## config.mk

```make
export PLATFORM = sky130hd
export DESIGN_NAME = result_mem_reader
export DESIGN_NICKNAME = d
export VERILOG_FILES = /design/src/rtl/result_mem_reader_pkg.sv /design/src/rtl/result_mem_store.sv /design/src/rtl/result_mem_reader.sv
export SDC_FILE = /design/constraint.sdc
export NUM_CORES = 1
export LEC_CHECK = 0
export CAP_MARGIN = 20
export CORE_MARGIN = 4
export CORE_UTILIZATION = 53
export DETAILED_ROUTE_END_ITERATION = 10
export PLACE_DENSITY = 0.78
export SLEW_MARGIN = 5
export SYNTH_ARGS = -nofsm -noshare
export SYNTH_HDL_FRONTEND = slang
export SYNTH_SLANG_ARGS = --single-unit
```

## constraint.sdc

```tcl
create_clock -name i_clk -period 1.7 [get_ports i_clk]
set_clock_uncertainty 0.1 [all_clocks]
set_input_delay 0.34 -clock i_clk [delete_from_list [all_inputs] [get_ports i_clk]]
set_output_delay 0.34 -clock i_clk [all_outputs]
set_load 0.005 [all_outputs]
```

## src/rtl/result_mem_reader_pkg.sv

```systemverilog
// Shared definitions for the result memory reader.
// Holds the reader FSM state encoding, default geometry and the stored
// entry record layout. Other files in this block import it.
package result_mem_reader_pkg;

  localparam int DATA_W_DEF = 4;
  localparam int DEPTH_DEF  = 4;

  typedef enum logic [1:0] {
    ST_IDLE    = 2'd0,
    ST_FETCH   = 2'd1,
    ST_PRESENT = 2'd2
  } state_e;

  // One stored result at the default width: error flag, data, written flag.
  typedef struct packed {
    logic                  err;
    logic [DATA_W_DEF-1:0] data;
    logic                  valid;
  } entry_t;

endpackage

```

## src/rtl/result_mem_store.sv

```systemverilog
// Result storage: DEPTH entries of {err, data, valid}.
// Ports:
//   i_clk, i_rst_n           clock, async active-low reset (valid bits only)
//   i_wr_en/addr/data/err    write port, accepted every cycle
//   i_clr_all                clears every valid bit
//   i_rd_addr                combinational read address
//   o_rd_data/err/empty      read port; empty entries read as data=0, err=0
module result_mem_store
  import result_mem_reader_pkg::*;
#(
  parameter int DATA_W = DATA_W_DEF,
  parameter int DEPTH  = DEPTH_DEF,
  localparam int ADDR_W = $clog2(DEPTH)
) (
  input  logic              i_clk,
  input  logic              i_rst_n,
  input  logic              i_wr_en,
  input  logic [ADDR_W-1:0] i_wr_addr,
  input  logic [DATA_W-1:0] i_wr_data,
  input  logic              i_wr_err,
  input  logic              i_clr_all,
  input  logic [ADDR_W-1:0] i_rd_addr,
  output logic [DATA_W-1:0] o_rd_data,
  output logic              o_rd_err,
  output logic              o_rd_empty
);

  logic [DATA_W-1:0] r_data [DEPTH];
  logic [DEPTH-1:0]  r_err;
  logic [DEPTH-1:0]  r_valid;

  logic              w_hit;
  logic              w_valid;
  logic [DATA_W-1:0] w_data;
  logic              w_err;

  // Payload is never reset; only the valid bits carry meaning after reset.
  always_ff @(posedge i_clk) begin
    if (i_wr_en) begin
      r_data[i_wr_addr] <= i_wr_data;
      r_err[i_wr_addr]  <= i_wr_err;
    end
  end

  // A write in the same cycle as a clear wins for its own entry.
  always_ff @(posedge i_clk or negedge i_rst_n) begin
    if (!i_rst_n) begin
      r_valid <= '0;
    end else begin
      if (i_clr_all) r_valid <= '0;
      if (i_wr_en)   r_valid[i_wr_addr] <= 1'b1;
    end
  end

  // Write-first bypass so a beat fetched in the write cycle sees the new value.
  assign w_hit   = i_wr_en && (i_wr_addr == i_rd_addr);
  assign w_valid = w_hit || r_valid[i_rd_addr];
  assign w_data  = w_hit ? i_wr_data : r_data[i_rd_addr];
  assign w_err   = w_hit ? i_wr_err  : r_err[i_rd_addr];

  assign o_rd_data  = w_valid ? w_data : '0;
  assign o_rd_err   = w_valid ? w_err  : 1'b0;
  assign o_rd_empty = !w_valid;

endmodule

```

## src/rtl/result_mem_reader.sv

```systemverilog
// Result memory with a single/burst read port.
// The ALU side writes {err, data} into entries at any time; a reader asks
// for one entry or a DEPTH-beat wrapping burst and gets registered beats on a
// valid/ready handshake, with rd_last on the final beat and rd_done one cycle
// after the final beat is taken.
// Ports:
//   i_clk, i_rst_n                    clock, async active-low reset
//   i_wr_en/addr/data/err, i_clr_all  write side
//   i_rd_req/addr/burst, o_rd_req_ready  read request handshake
//   o_rd_valid, i_rd_ready            beat handshake
//   o_rd_data/err/empty/last          beat contents
//   o_rd_done                         pulse after final beat accepted
//
// state      | meaning
// -----------+-----------------------------------------------------
// ST_IDLE    | waiting for a read request; only state taking rd_req
// ST_FETCH   | one cycle: register the entry at r_addr as a beat
// ST_PRESENT | beat on the outputs, held until rd_ready
module result_mem_reader
  import result_mem_reader_pkg::*;
#(
  parameter int DATA_W = DATA_W_DEF,
  parameter int DEPTH  = DEPTH_DEF,
  localparam int ADDR_W = $clog2(DEPTH)
) (
  input  logic              i_clk,
  input  logic              i_rst_n,
  input  logic              i_wr_en,
  input  logic [ADDR_W-1:0] i_wr_addr,
  input  logic [DATA_W-1:0] i_wr_data,
  input  logic              i_wr_err,
  input  logic              i_clr_all,
  input  logic              i_rd_req,
  input  logic [ADDR_W-1:0] i_rd_addr,
  input  logic              i_rd_burst,
  output logic              o_rd_req_ready,
  output logic              o_rd_valid,
  input  logic              i_rd_ready,
  output logic [DATA_W-1:0] o_rd_data,
  output logic              o_rd_err,
  output logic              o_rd_empty,
  output logic              o_rd_last,
  output logic              o_rd_done
);

  localparam int CNT_W = ADDR_W + 1;

  state_e            r_state, w_state_nxt;
  logic [ADDR_W-1:0] r_addr,  w_addr_nxt;
  logic [CNT_W-1:0]  r_cnt,   w_cnt_nxt;
  logic              r_rd_valid, w_rd_valid_nxt;
  logic [DATA_W-1:0] r_rd_data,  w_rd_data_nxt;
  logic              r_rd_err,   w_rd_err_nxt;
  logic              r_rd_empty, w_rd_empty_nxt;
  logic              r_rd_last,  w_rd_last_nxt;
  logic              r_rd_done,  w_rd_done_nxt;

  logic [DATA_W-1:0] w_st_data;
  logic              w_st_err;
  logic              w_st_empty;

  result_mem_store #(
    .DATA_W (DATA_W),
    .DEPTH  (DEPTH)
  ) u_store (
    .i_clk      (i_clk),
    .i_rst_n    (i_rst_n),
    .i_wr_en    (i_wr_en),
    .i_wr_addr  (i_wr_addr),
    .i_wr_data  (i_wr_data),
    .i_wr_err   (i_wr_err),
    .i_clr_all  (i_clr_all),
    .i_rd_addr  (r_addr),
    .o_rd_data  (w_st_data),
    .o_rd_err   (w_st_err),
    .o_rd_empty (w_st_empty)
  );

  always_ff @(posedge i_clk or negedge i_rst_n) begin
    if (!i_rst_n) begin
      r_state    <= ST_IDLE;
      r_addr     <= '0;
      r_cnt      <= '0;
      r_rd_valid <= 1'b0;
      r_rd_data  <= '0;
      r_rd_err   <= 1'b0;
      r_rd_empty <= 1'b0;
      r_rd_last  <= 1'b0;
      r_rd_done  <= 1'b0;
    end else begin
      r_state    <= w_state_nxt;
      r_addr     <= w_addr_nxt;
      r_cnt      <= w_cnt_nxt;
      r_rd_valid <= w_rd_valid_nxt;
      r_rd_data  <= w_rd_data_nxt;
      r_rd_err   <= w_rd_err_nxt;
      r_rd_empty <= w_rd_empty_nxt;
      r_rd_last  <= w_rd_last_nxt;
      r_rd_done  <= w_rd_done_nxt;
    end
  end

  // r_cnt holds the beats still to deliver, including the one in flight.
  always_comb begin
    w_state_nxt    = r_state;
    w_addr_nxt     = r_addr;
    w_cnt_nxt      = r_cnt;
    w_rd_valid_nxt = r_rd_valid;
    w_rd_data_nxt  = r_rd_data;
    w_rd_err_nxt   = r_rd_err;
    w_rd_empty_nxt = r_rd_empty;
    w_rd_last_nxt  = r_rd_last;
    w_rd_done_nxt  = 1'b0;

    case (r_state)
      ST_IDLE: begin
        if (i_rd_req) begin
          w_addr_nxt  = i_rd_addr;
          w_cnt_nxt   = i_rd_burst ? CNT_W'(DEPTH) : CNT_W'(1);
          w_state_nxt = ST_FETCH;
        end
      end
      ST_FETCH: begin
        w_rd_valid_nxt = 1'b1;
        w_rd_data_nxt  = w_st_data;
        w_rd_err_nxt   = w_st_err;
        w_rd_empty_nxt = w_st_empty;
        w_rd_last_nxt  = (r_cnt == CNT_W'(1));
        w_state_nxt    = ST_PRESENT;
      end
      ST_PRESENT: begin
        if (i_rd_ready) begin
          w_rd_valid_nxt = 1'b0;
          w_rd_last_nxt  = 1'b0;
          if (r_cnt == CNT_W'(1)) begin
            w_rd_done_nxt = 1'b1;
            w_state_nxt   = ST_IDLE;
          end else begin
            // DEPTH is a power of two, so the natural wrap is modulo DEPTH.
            w_addr_nxt  = r_addr + ADDR_W'(1);
            w_cnt_nxt   = r_cnt - CNT_W'(1);
            w_state_nxt = ST_FETCH;
          end
        end
      end
      default: begin
        w_state_nxt = ST_IDLE;
      end
    endcase
  end

  assign o_rd_req_ready = (r_state == ST_IDLE);
  assign o_rd_valid     = r_rd_valid;
  assign o_rd_data      = r_rd_data;
  assign o_rd_err       = r_rd_err;
  assign o_rd_empty     = r_rd_empty;
  assign o_rd_last      = r_rd_last;
  assign o_rd_done      = r_rd_done;

endmodule

```

==> flow_summary.json, run 1 <==
{
  "powerDensity_nw_per_um2": 1430,
  "synth_edf_count": 20,
  "finalWorstSetupSlack_ns": 0.0401,
  "drive_above_1_share_pct": 14.3,
  "dpl_worst_slack_ns": -0.137,
  "ys.warnings.count": 0,
  "finalSetupViolCount": 0,
  "p_seq_share_pct": 44.1,
  "rows": 20,
  "tritoncts": "yes",
  "tns_ns": 0,
  "drt_iter0_markers": 96,
  "r2r_slack_ns": 0.05,
  "dp_hpwl_um": 2380,
  "grtUsageTotal_pct": 17.5,
  "wire_per_inst_um": 16.2,
  "use_met2_pct": 29.0,
  "vdd_drop_max_uv": 844,
  "relSlewSlack_pct": 71.8,
  "crit_family": "buffers and inverters",
  "ctsHoldBuffers": 0,
  "finish.utilization_pct": 70.3,
  "worst_path_max_delay_cell": "clkdlybuf4s50_1",
  "clk_pin_slew_ns": 0.12,
  "clock-sinks": 40,
  "gp_congestion": 0.721,
  "cp-end-kind": "output port",
  "final_common_cell": "clkdlybuf4s50_1",
  "finalPower_mw": 3.10,
  "fin_crit_sh_pct": 97.6,
  "synth_cells": 130,
  "die_w_um": 65.1,
  "syn_area_sq_um": 1730,
  "fin_area_sq_um": 2160,
  "cts_made_buffers": 5,
  "place_area_sq_um": 2080,
  "startpoint_type": "register",
  "antenna_found_initial": 0,
  "met3_usage_pct": 3.93,
  "switching_share_pct": 33.6,
  "min_period_ns": 1.66,
  "nFillCells": 235,
  "power.internal_mw": 2.06,
  "max_stage_delay_ns": 0.51,
  "grt_max_degree": 21,
  "cts_htree_levels": 2,
  "ios": 26,
  "async_flop_share_pct": 50.0,
  "ys.flop_type": "edfxtp_1",
  "power.switching_mw": 1.04,
  "p_clk_share_pct": 14.6,
  "synth_cell_type_count": 27,
  "synthToLayoutAreaGrowth_pct": 25.2,
  "drc": 0,
  "final_cells": 212,
  "synth_seq_area_share_pct": 63.7,
  "wirelength_um": 3430,
  "worstPathRequired_ns": 1.26,
  "grt_overflow": 0,
  "dr.pass1.iters": 5,
  "min_path_type": "primary input to asynchronous set/reset pin",
  "via_per_inst": 5.45,
  "placedCellCount": 201,
  "grt_busiest_layer": "met2",
  "ctsRootBufferMaster": "clkbuf_4",
  "final_cell_mix": "clkdlybuf4s50_1 (21), edfxtp_1 (20), dfrtp_1 (18), a21oi_1 (15), buf_4 (11)",
  "fp.dieArea_sq_um": 4240,
  "crit_type": "register to output port",
  "finalHoldViolations": 0,
  "globalRouteMet1Util_pct": 22.1,
  "antenna_cells": 0,
  "grt_pass1_vias": 1226,
  "worst-path-buf-inv": 1,
  "p_leak_nw": 0.919,
  "antenna_left": 0,
  "coreArea_sq_um": 3080,
  "die_h_um": 65.1,
  "slew_violations": 0,
  "path_cells": "clkdlybuf4s50_1",
  "p_comb_share_pct": 41.4,
  "syn_nets": 148,
  "fin_nets": 185,
  "maxCapViolations": 0,
  "clockBufferDepth": 2,
  "vias": 1156,
  "fmax_mhz": 602,
  "worstSkewPairLatency_ns": 0.34,
  "avgSynthCellArea_sq_um": 13.3,
  "worst_pin_slew_ns": 0.421,
  "grt_pass1_wl_um": 5520,
  "hold_ws_ns": 0.218,
  "outcome": "complete, no violations",
  "start_util_pct": 56.1,
  "ys_ff_latch": 40,
  "io_buffer_count": 25,
  "critPathArrivalTime_ns": 1.22,
  "crit_fanout": 2
}
-- cell usage after synthesis (2+ instances only) --
cell | n | area share (%)
clkbuf_1 | 3 | 0.65
nand2b_1 | 3 | 1.1
and3_1 | 3 | 1.1
nor2b_1 | 2 | 0.72
a21o_1 | 4 | 1.7
a21oi_1 | 15 | 4.3
xnor2_1 | 2 | 1.0
ha_1 | 2 | 1.4
edfxtp_1 | 20 | 35
buf_2 | 3 | 0.87
nand2_1 | 4 | 0.87
inv_1 | 6 | 1.3
nor3b_1 | 2 | 0.87
mux4_1 | 5 | 7.6
dfrtp_1 | 20 | 29
o31ai_1 | 3 | 1.3
o21ai_0 | 9 | 2.6
nor2_1 | 10 | 2.2
nand3_1 | 6 | 1.7
-- final timing paths --
kind | startpoint | to | depth (start not counted)
setup reg to reg | r_cnt[0] | r_cnt[1] | 6
hold reg to reg | u_store.r_valid[2] | u_store.r_valid[2] | 1
min in group i_clk | u_store.r_valid[2] | u_store.r_valid[2] | 1
setup / recovery | o_rd_data[3] | o_rd_data[3] | 1
hold / removal | i_rst_n | o_rd_done | 2
max in group asynchronous | i_rst_n | r_state[0] | 2
-- per-layer routing --
| layer | up-vias | share of wire, % |
|---|---|---|
| met2 | 33 | 50 |
| met4 | 0 | 0.90 |
| met3 | 5 | 5.4 |
| met1 | 564 | 44 |
| met5 | - | 0 |
| li1 | 554 | - |
-- flip-flops by register name, indices dropped and copies added (netlist names) --
register and cells:
r_state 2, r_cnt 3, u_store.r_err 4, u_store.r_valid 4
r_addr 2, o_rd_err 1, o_rd_empty 1, o_rd_data 4
u_store.r_data 16, o_rd_last 1, o_rd_done 1, o_rd_valid 1
-- timing repair --
action,4_1_cts,5_1_grt
pin swaps,0,0
gates resized for setup,3,5
buffers inserted,2,1
setup endpoints to repair,1,5
-- power groups by stage --
stage / sequential (mW) / combinational [mW] / clock [mW]
after floorplan: 1.34 / 0.760 / 0
after global placement: 1.41 / 1.13 / 0
after detailed placement: 1.42 / 1.18 / 0
after CTS: 1.37 / 1.25 / 0.456
after global routing: 1.39 / 1.42 / 0.507
final: 1.37 / 1.28 / 0.452
-- final cells by class --
cell class | instances | area [sq um] | share of cell area [%]
clock buffers | 7 | 45.0 | 2.08
clock inverters | 1 | 3.75 | 0.174
inverters | 6 | 22.5 | 1.04
multi-input cells | 77 | 574 | 26.5
flip-flops and latches | 40 | 1100 | 51.0
well taps | 44 | 55.1 | 2.54
repair buffers | 37 | 359 | 16.6
-- kinds of logic after synthesis --
family,count (synthesis),share of synthesized area (%)
xor+xnor,2,1.01
fa+ha+maj,2,1.45
simple gates,32,9.41
mux,6,8.91
compound gates,35,12.0
flops,40,63.7
buf+inv,13,3.48
Note: power is estimated with default switching activity, not from simulation.
==> run 2, diff against run 1 <==
Settings changed: CORE_MARGIN 4 to default.
==> flow_summary.json, run 2 (synthesis results as in run 1) <==
{
  "outcome": "complete, no violations",
  "drc": 0,
  "finalWorstSetupSlack_ns": 0.0422,
  "antenna_left": 0,
  "antenna_cells": 0,
  "synthToLayoutAreaGrowth_pct": 25.9,
  "cts_htree_levels": 2,
  "ios": 26,
  "die_w_um": 59.1,
  "clockBufferDepth": 2,
  "fin_area_sq_um": 2180,
  "wirelength_um": 3330,
  "cp-end-kind": "output port",
  "max_stage_delay_ns": 0.50,
  "die_h_um": 59.1,
  "min_period_ns": 1.66,
  "dpl_worst_slack_ns": -0.155,
  "worstSkewPairLatency_ns": 0.35,
  "cts_made_buffers": 5,
  "vias": 1183,
  "worst-path-buf-inv": 1,
  "vdd_drop_max_uv": 714,
  "fp.dieArea_sq_um": 3490,
  "maxCapViolations": 0,
  "finalHoldViolations": 0,
  "clock-sinks": 40,
  "startpoint_type": "register",
  "io_buffer_count": 25,
  "via_per_inst": 5.48,
  "crit_type": "register to output port",
  "fin_nets": 189,
  "grt_max_degree": 21,
  "place_area_sq_um": 2080,
  "ctsRootBufferMaster": "clkbuf_4",
  "dr.pass1.iters": 4,
  "final_cell_mix": "clkdlybuf4s50_1 (21), edfxtp_1 (20), dfrtp_1 (17), buf_4 (16), a21oi_1 (15)",
  "relSlewSlack_pct": 73.4,
  "dp_hpwl_um": 2390,
  "regMostFlops": "u_store.r_data",
  "antenna_found_initial": 0,
  "drive_above_1_share_pct": 16.3,
  "min_path_type": "primary input to asynchronous set/reset pin",
  "critPathArrivalTime_ns": 1.22,
  "largest_reg_flops": 16,
  "worstPathRequired_ns": 1.26,
  "fmax_mhz": 603,
  "grtUsageTotal_pct": 23.2,
  "p_leak_nw": 0.933,
  "clk_pin_slew_ns": 0.11,
  "coreArea_sq_um": 3080,
  "finalSetupViolCount": 0,
  "grt_pass1_vias": 1206,
  "grt_pass1_wl_um": 5600,
  "final_common_cell": "clkdlybuf4s50_1",
  "powerDensity_nw_per_um2": 1430,
  "crit_fanout": 2,
  "fin_crit_sh_pct": 97.5,
  "tritoncts": "yes",
  "path_cells": "clkdlybuf4s50_1",
  "start_util_pct": 56.1,
  "rows": 20,
  "drt_iter0_markers": 50,
  "gp_congestion": 0.747,
  "worst_pin_slew_ns": 0.398,
  "grt_overflow": 0,
  "slew_violations": 0,
  "ctsHoldBuffers": 0,
  "wire_per_inst_um": 15.4,
  "crit_family": "buffers and inverters",
  "worst_path_max_delay_cell": "clkdlybuf4s50_1"
}
-- run 2: final cells by class --
type | count | area (sq um)
flip-flops and latches | 40 | 1100
clock buffers | 7 | 45.0
multi-input cells | 77 | 567
well taps | 44 | 55.1
clock inverters | 1 | 5.00
repair buffers | 41 | 377
fillers | 219 | 902
inverters | 6 | 22.5
-- run 2: path summary, 6_finish.rpt --
check,from,end,slack (ns),cells after the start
setup / recovery,o_rd_data[0],o_rd_data[0],0.04,1
hold / removal,i_rst_n,o_rd_last,0.22,2
setup reg to reg,r_addr[0],o_rd_data[0],0.12,4
hold reg to reg,u_store.r_valid[0],u_store.r_valid[0],0.39,1
max in group asynchronous,i_rst_n,r_addr[0],1.05,2
min in group i_clk,u_store.r_valid[0],u_store.r_valid[0],0.39,1
-- run 2: repair_timing --
| item | CTS | global route |
|---|---|---|
| gates resized for setup | 3 | 4 |
| pin swaps | 0 | 0 |
| setup buffers | 2 | 3 |
| setup endpoints to repair | 1 | 7 |
-- run 2: per-layer routing --
metal | track usage, % | vias to the layer above | wire (um)
li1 | - | 563 | -
met4 | 13.6 | 0 | 76
met1 | 29.0 | 572 | 1420
met5 | 0 | - | 0
met2 | 36.7 | 37 | 1660
met3 | 5.68 | 11 | 174
-- run 2: through the flow --
stage	setup TNS [ns]	hold slack, ns	instances	power [mW]	utilization [%]
after floorplan	0	-0.0556	130	2.10	-
after global placement	-0.403	0.353	203	2.53	67.5
after detailed placement	-0.986	0.370	203	2.59	67.5
after CTS	0	0.221	213	3.07	69.7
after global routing	-0.00232	0.230	216	3.33	70.7
final	0	0.217	216	3.11	70.7
-- run 2: power breakdown --
group	total, mW	internal (mW)	leakage [nW]	switching, mW
clock	0.451	0.161	0.0293	0.290
sequential	1.38	1.23	0.429	0.148
combinational	1.27	0.686	0.475	0.586
total	3.11	2.08	0.933	1.02
